[src/rtl/conv_relu_pkg.sv]
// rtl/conv_relu_pkg.sv - shared constants, Sobel-X kernel, FSM state type and MAC helper
// Contents: frame/pixel/result widths, counter widths, KERNEL coefficients
// (row-major, top->bottom, left->right), state_t {IDLE, RUN, FLUSH}, coef_mul().
package conv_relu_pkg;

    localparam int IMG_W     = 32;
    localparam int IMG_H     = 32;
    localparam int PIX_W     = 8;
    localparam int OUT_W     = 22;
    localparam int COL_W     = $clog2(IMG_W);
    localparam int ROW_W     = $clog2(IMG_H);
    // |sum| <= 4*255 = 1020, so 12 signed bits hold every partial sum.
    localparam int SUM_W     = 12;
    localparam int N_RESULTS = (IMG_W - 2) * (IMG_H - 2);
    localparam int CNT_W     = $clog2(N_RESULTS + 1);

    localparam logic signed [2:0] KERNEL [0:8] = '{
        3'sd1, 3'sd0, -3'sd1,
        3'sd2, 3'sd0, -3'sd2,
        3'sd1, 3'sd0, -3'sd1
    };

    typedef enum logic [1:0] {
        IDLE,
        RUN,
        FLUSH
    } state_t;

    // Signed coefficient times zero-extended pixel.
    function automatic logic signed [SUM_W-1:0] coef_mul(input logic signed [2:0] k,
                                                         input logic [PIX_W-1:0] p);
        logic signed [SUM_W-1:0] ks;
        logic signed [SUM_W-1:0] ps;
        ks = {{(SUM_W-3){k[2]}}, k};
        ps = {{(SUM_W-PIX_W){1'b0}}, p};
        return ks * ps;
    endfunction

endpackage

[src/rtl/conv_window_gen.sv]
// rtl/conv_window_gen.sv - two line buffers + 3x3 window register + window-valid flag
// Ports: clk, rst (async active-low), clr_i (drop pending window-valid),
//        accept_i (pixel accepted), pixel_i, row_i/col_i (position of accepted pixel),
//        win_o (9 pixels, index = row*3+col, row 0 = oldest line, col 0 = leftmost),
//        win_valid_o (window holds a full valid-mode neighbourhood).
module conv_window_gen
    import conv_relu_pkg::*;
(
    input  logic                 clk,
    input  logic                 rst,
    input  logic                 clr_i,
    input  logic                 accept_i,
    input  logic [PIX_W-1:0]     pixel_i,
    input  logic [ROW_W-1:0]     row_i,
    input  logic [COL_W-1:0]     col_i,
    output logic [9*PIX_W-1:0]   win_o,
    output logic                 win_valid_o
);

    // lb0 holds row r-1, lb1 holds row r-2, both indexed by column.
    logic [PIX_W-1:0] lb0_q [IMG_W];
    logic [PIX_W-1:0] lb1_q [IMG_W];
    logic [PIX_W-1:0] win_q [3][3];
    logic             win_valid_q;

    // Storage needs no reset: window-valid only rises once both lines are
    // rewritten by the current frame.
    always_ff @(posedge clk) begin
        if (accept_i) begin
            lb1_q[col_i] <= lb0_q[col_i];
            lb0_q[col_i] <= pixel_i;
            for (int r = 0; r < 3; r++) begin
                win_q[r][0] <= win_q[r][1];
                win_q[r][1] <= win_q[r][2];
            end
            win_q[0][2] <= lb1_q[col_i];
            win_q[1][2] <= lb0_q[col_i];
            win_q[2][2] <= pixel_i;
        end
    end

    always_ff @(posedge clk or negedge rst) begin
        if (!rst) begin
            win_valid_q <= 1'b0;
        end else if (clr_i) begin
            win_valid_q <= 1'b0;
        end else begin
            win_valid_q <= accept_i && (row_i >= ROW_W'(2)) && (col_i >= COL_W'(2));
        end
    end

    always_comb begin
        win_o = '0;
        for (int r = 0; r < 3; r++) begin
            for (int c = 0; c < 3; c++) begin
                win_o[(r*3+c)*PIX_W +: PIX_W] = win_q[r][c];
            end
        end
    end

    assign win_valid_o = win_valid_q;

endmodule

[src/rtl/conv_relu_top.sv]
// rtl/conv_relu_top.sv - streaming 3x3 Sobel-X convolution + ReLU over a 32x32 frame
// Ports: clk, rst (async active-low), start_signal (arm/restart frame),
//        pixel_valid/pixel_in (raster-order pixels), result_out/result_valid
//        (900 valid-mode results, 3 cycles after the accepting cycle),
//        done_signal (with the 900th result).
// Build option: CONV_RELU_SAT8_EN clamps the ReLU output to 255.
module conv_relu_top
    import conv_relu_pkg::*;
(
    input  logic             clk,
    input  logic             rst,
    input  logic             start_signal,
    input  logic             pixel_valid,
    input  logic [PIX_W-1:0] pixel_in,
    output logic [OUT_W-1:0] result_out,
    output logic             result_valid,
    output logic             done_signal
);

    state_t                  state_q;
    logic [ROW_W-1:0]        row_q;
    logic [COL_W-1:0]        col_q;
    logic [CNT_W-1:0]        cnt_q;
    logic                    done_q;
    logic signed [SUM_W-1:0] sum_d;
    logic signed [SUM_W-1:0] sum_q;
    logic                    sum_valid_q;
    logic [OUT_W-1:0]        relu_d;
    logic [OUT_W-1:0]        result_q;
    logic                    result_valid_q;
    logic [9*PIX_W-1:0]      win;
    logic                    win_valid;
    logic                    accept;
    logic                    last_pixel;
    logic                    last_result;

    // A start pulse wins over a pixel in the same cycle.
    assign accept      = (state_q == RUN) && pixel_valid && !start_signal;
    assign last_pixel  = (row_q == ROW_W'(IMG_H-1)) && (col_q == COL_W'(IMG_W-1));
    assign last_result = sum_valid_q && (cnt_q == CNT_W'(N_RESULTS-1));

    conv_window_gen u_window (
        .clk         (clk),
        .rst         (rst),
        .clr_i       (start_signal),
        .accept_i    (accept),
        .pixel_i     (pixel_in),
        .row_i       (row_q),
        .col_i       (col_q),
        .win_o       (win),
        .win_valid_o (win_valid)
    );

    always_ff @(posedge clk or negedge rst) begin
        if (!rst) begin
            state_q <= IDLE;
            row_q   <= '0;
            col_q   <= '0;
            cnt_q   <= '0;
            done_q  <= 1'b0;
        end else if (start_signal) begin
            state_q <= RUN;
            row_q   <= '0;
            col_q   <= '0;
            cnt_q   <= '0;
            done_q  <= 1'b0;
        end else begin
            // cnt_q counts results entering the output register, so done
            // lines up with the 900th result_valid.
            done_q <= last_result;
            if (sum_valid_q) begin
                cnt_q <= last_result ? '0 : cnt_q + 1'b1;
            end
            case (state_q)
                IDLE: state_q <= IDLE;
                RUN: begin
                    if (accept) begin
                        if (col_q == COL_W'(IMG_W-1)) begin
                            col_q <= '0;
                            row_q <= row_q + 1'b1;
                        end else begin
                            col_q <= col_q + 1'b1;
                        end
                        if (last_pixel) begin
                            state_q <= FLUSH;
                        end
                    end
                end
                FLUSH: begin
                    if (last_result) begin
                        state_q <= IDLE;
                    end
                end
                default: state_q <= IDLE;
            endcase
        end
    end

    always_comb begin
        sum_d = '0;
        for (int i = 0; i < 9; i++) begin
            sum_d = sum_d + coef_mul(KERNEL[i], win[i*PIX_W +: PIX_W]);
        end
    end

    always_comb begin
        relu_d = '0;
        if (!sum_q[SUM_W-1]) begin
            relu_d = {{(OUT_W-SUM_W){1'b0}}, sum_q};
`ifdef CONV_RELU_SAT8_EN
            if (sum_q > SUM_W'(255)) begin
                relu_d = OUT_W'(255);
            end
`endif
        end
    end

    // Stages after the window run every cycle; a start pulse kills in-flight results.
    always_ff @(posedge clk or negedge rst) begin
        if (!rst) begin
            sum_q          <= '0;
            sum_valid_q    <= 1'b0;
            result_q       <= '0;
            result_valid_q <= 1'b0;
        end else begin
            sum_valid_q    <= win_valid && !start_signal;
            result_valid_q <= sum_valid_q && !start_signal;
            if (win_valid) begin
                sum_q <= sum_d;
            end
            if (sum_valid_q) begin
                result_q <= relu_d;
            end
        end
    end

    assign result_out   = result_q;
    assign result_valid = result_valid_q;
    assign done_signal  = done_q;

endmodule

[config.mk]
export PLATFORM = sky130hd
export DESIGN_NAME = conv_relu_top
export DESIGN_NICKNAME = d
export VERILOG_FILES = /design/src/rtl/conv_relu_pkg.sv /design/src/rtl/conv_window_gen.sv /design/src/rtl/conv_relu_top.sv
export SDC_FILE = /design/constraint.sdc
export NUM_CORES = 1
export LEC_CHECK = 0
export CAP_MARGIN = 20
export CORE_UTILIZATION = 50
export CTS_CLUSTER_DIAMETER = 40
export DETAILED_ROUTE_END_ITERATION = 8
export DONT_BUFFER_PORTS = 1
export PLACE_DENSITY = 0.66
export SETUP_SLACK_MARGIN = 0.15
export SLEW_MARGIN = 20
export SYNTH_ARGS = -nofsm -noshare
export SYNTH_HDL_FRONTEND = slang
export SYNTH_SLANG_ARGS = --single-unit
[constraint.sdc]
create_clock -name clk -period 9.5 [get_ports clk]
set_input_delay 1.425 -clock clk [delete_from_list [all_inputs] [get_ports clk]]
set_output_delay 1.425 -clock clk [all_outputs]
set_load 0.02 [all_outputs]
==> out/results.txt <==
Die Height: 227 um
CTS buffer count: 80
Placed Area: 26200 sq um
die width: 227 um
Core Region: 50100 sq um
type of element capturing the critical path: flip-flop
fin util: 57.7%
Final Max Slew Viols: 0
fin crit period: 4.35 ns
row count: 82
Final ANT Viol Nets: 0
H-tree depth: 3
r2r setup slk: 5.15 ns
initial antenna violation count: 3
CTS tree: yes
DRC Markers: 0
largest net degree at the start of global routing: 78
setup TNS: 0 ns
Hold Vio Cnt, Final: 0
post-synth top area cell: edfxtp_1
Rel. slew slack: 32.4%
Iter 0 DRT Violations: 1327
mapped cell area: 25300 sq um
hold buffer count at cts: 0
most common cell after layout, fill and taps aside: edfxtp_1
met3 wire length: 4.39 mm
Worst-path clk slew: 0.05 ns
number of post-CTS setup repair buffers: 0
Top Ports: 36
Highest Clock Rate: 0.230 GHz
Layout area overhead: 14.1%
most frequent cells in the layout: edfxtp_1 (584), mux4_2 (128), clkbuf_16 (81)
Routed WL per cell: 25.7 um
initial core utilization: 50.6%
CTS sink count: 633
first-pass GRT wire length: 80.6 mm
total gr overflow: 0
status: finished clean
DR top layer: met4
drt pass-1 iters: 6
RSZ-0062 raised after global routing: no
via total after detailed routing: 12500
synth warn: 0
ratio of cells with drive above 1 in the final layout: 22.3%
setup ws final: 5.15 ns
Avg Cell Area, Syn: 19.5 sq um
leakage power figure: 9.64 nW
Setup violations, final: 0
post-synthesis cell type count: 51
DP Wirelength: 31.2 mm
Power Density: 226 nW/um^2
CP max FO: 6
arrival time at the worst endpoint: 4.87 ns
worst-margin pin slew: 1.01 ns
count of input and output buffers: 0
Hold Path Class: flip-flop to flip-flop
clk_skew: 0.0320 ns
die area: 51500 sq um
Longest Clk Path Bufs: 3
root buffer cell: clkbuf_16
DR WL met2: 26.2 mm
EDFF count, synth: 584
Syn Inst Count: 1301
vias per cell: 5.90
CP required: 10.02 ns
post-route clock period utilization: 45.8%
post-layout instance area: 28900 sq um
Antenna Cells: 0
Yosys reg bits: 633
Post-Place Setup Slack: 5.14 ns
ranking of synthesized cells by area: edfxtp_1 (69%), mux4_2 (11%), dfrtp_1 (4.8%), fa_1 (2.5%), a22oi_1 (1.9%)
vias in the first global route: 12700
Placer Congestion: 0.813
worst-skew pair later-pin latency: 0.63 ns
sequential share of the synthesized area: 74.1%
all-layer global routing usage: 22.0%
nets@finish: 1444
routed length on met1: 21.7 mm
Post-synth top flop: edfxtp_1
Resized Gates After CTS: 0
share of the synthesized area in the top cell type: 69.3%
critical path type: flip-flop to flip-flop
Post-Route WL: 54.2 mm
Worst VDD drop: 0.204 mV
asr flop ratio synth: 7.74%
CP Launch Type: flip-flop
Max-cap violations: 0
## final timing paths
path,cells after the start,endpoint,startpoint
worst max-delay path,15,sum_q[11],u_window.win_q[0][24]
worst min-delay path,0,u_window.win_q[0][42],u_window.win_q[0][34]
worst min register to register,0,u_window.win_q[0][42],u_window.win_q[0][34]
worst max register to register,15,sum_q[11],u_window.win_q[0][24]
min in group asynchronous,0,done_signal,rst
max in group asynchronous,0,sum_q[7],rst
## cell usage after synthesis (all sizes together), types with 2 or more instances
cell type and instances:
edfxtp 584, mux4 128, inv 79, a22oi 64, nor2 64, dfrtp 49, buf 41, fa 31
clkbuf 28, nand2 28, ha 25, a21oi 20, nand4 20, o21ai 16, nand3b 13, nor3 12
xor2 12, nand3 10, and3 9, mux2 6, xnor2 6, a21o 5, nor2b 5, o21a 5
o31ai 4, and3b 3, o211ai 3, or3 3, a211oi 2, a31oi 2, and2 2, mux2i 2
nand2b 2, nor3b 2, o2bb2ai 2, or2 2, or3b 2, or4b 2
## cell families after synthesis
family / after synthesis / share of synthesized area (%)
simple gates: 181 / 3.71
fa+ha+maj: 56 / 3.69
other cells: 1 / 0.0148
compound gates: 127 / 3.43
flops: 633 / 74.1
buf+inv: 149 / 2.69
xor+xnor: 18 / 0.623
mux: 136 / 11.7
## metrics by stage
step,total power [W],cells,hold slack [ns]
after floorplan,0.00353,1311,0.400
after CTS,0.00659,2111,0.417
final,0.00654,2111,0.415
after global routing,0.00675,2111,0.417
after detailed placement,0.00364,1966,0.405
after global placement,0.00363,1966,0.401
## report_power, final
part / leakage (nW) / internal, W / total, W / switching, W
registers: 5.96 / 0.00309 / 0.00312 / 0.0000216
logic: 2.41 / 0.000197 / 0.000466 / 0.000269
clock network: 1.27 / 0.00176 / 0.00295 / 0.00119
total: 9.64 / 0.00505 / 0.00654 / 0.00148
## sequential cells by signal, summed over array words and instances (netlist names)
signal                cells
u_window.lb0_q          256
u_window.lb1_q          256
u_window.win_q           72
sum_q                    12
result_out               11
cnt_q                    10
col_q                     5
row_q                     5
state_q                   2
done_signal               1
result_valid              1
sum_valid_q               1
u_window.win_valid_o      1
## layer usage
metal	up-vias	track usage, %
met4	0	8.47
met5	-	0
li1	5305	-
met3	106	5.72
met2	526	35.3
met1	6516	29.1
## layout make-up
class / instances / area [sq um]
fill: 3753 / 21200
sequential: 633 / 18800
multi-input combinational: 529 / 5920
clock buffer: 95 / 2080
tap: 672 / 841
clock inverter: 50 / 567
timing repair buffer: 52 / 403
inverter: 80 / 300
## worst max-delay path: stages (launching register included)
cell and delay, ns:
edfxtp_1 0.47, inv_1 0.15, ha_1 0.23, nor2b_1 0.24
nand2_1 0.10, xnor2_1 0.20, fa_1 0.46, fa_1 0.40
fa_1 0.52, inv_1 0.04, ha_1 0.34, a21o_1 0.22
a2111oi_0 0.41, nor2_1 0.10, and3_1 0.19, o31ai_1 0.18
(Power assumes the default switching activity.)
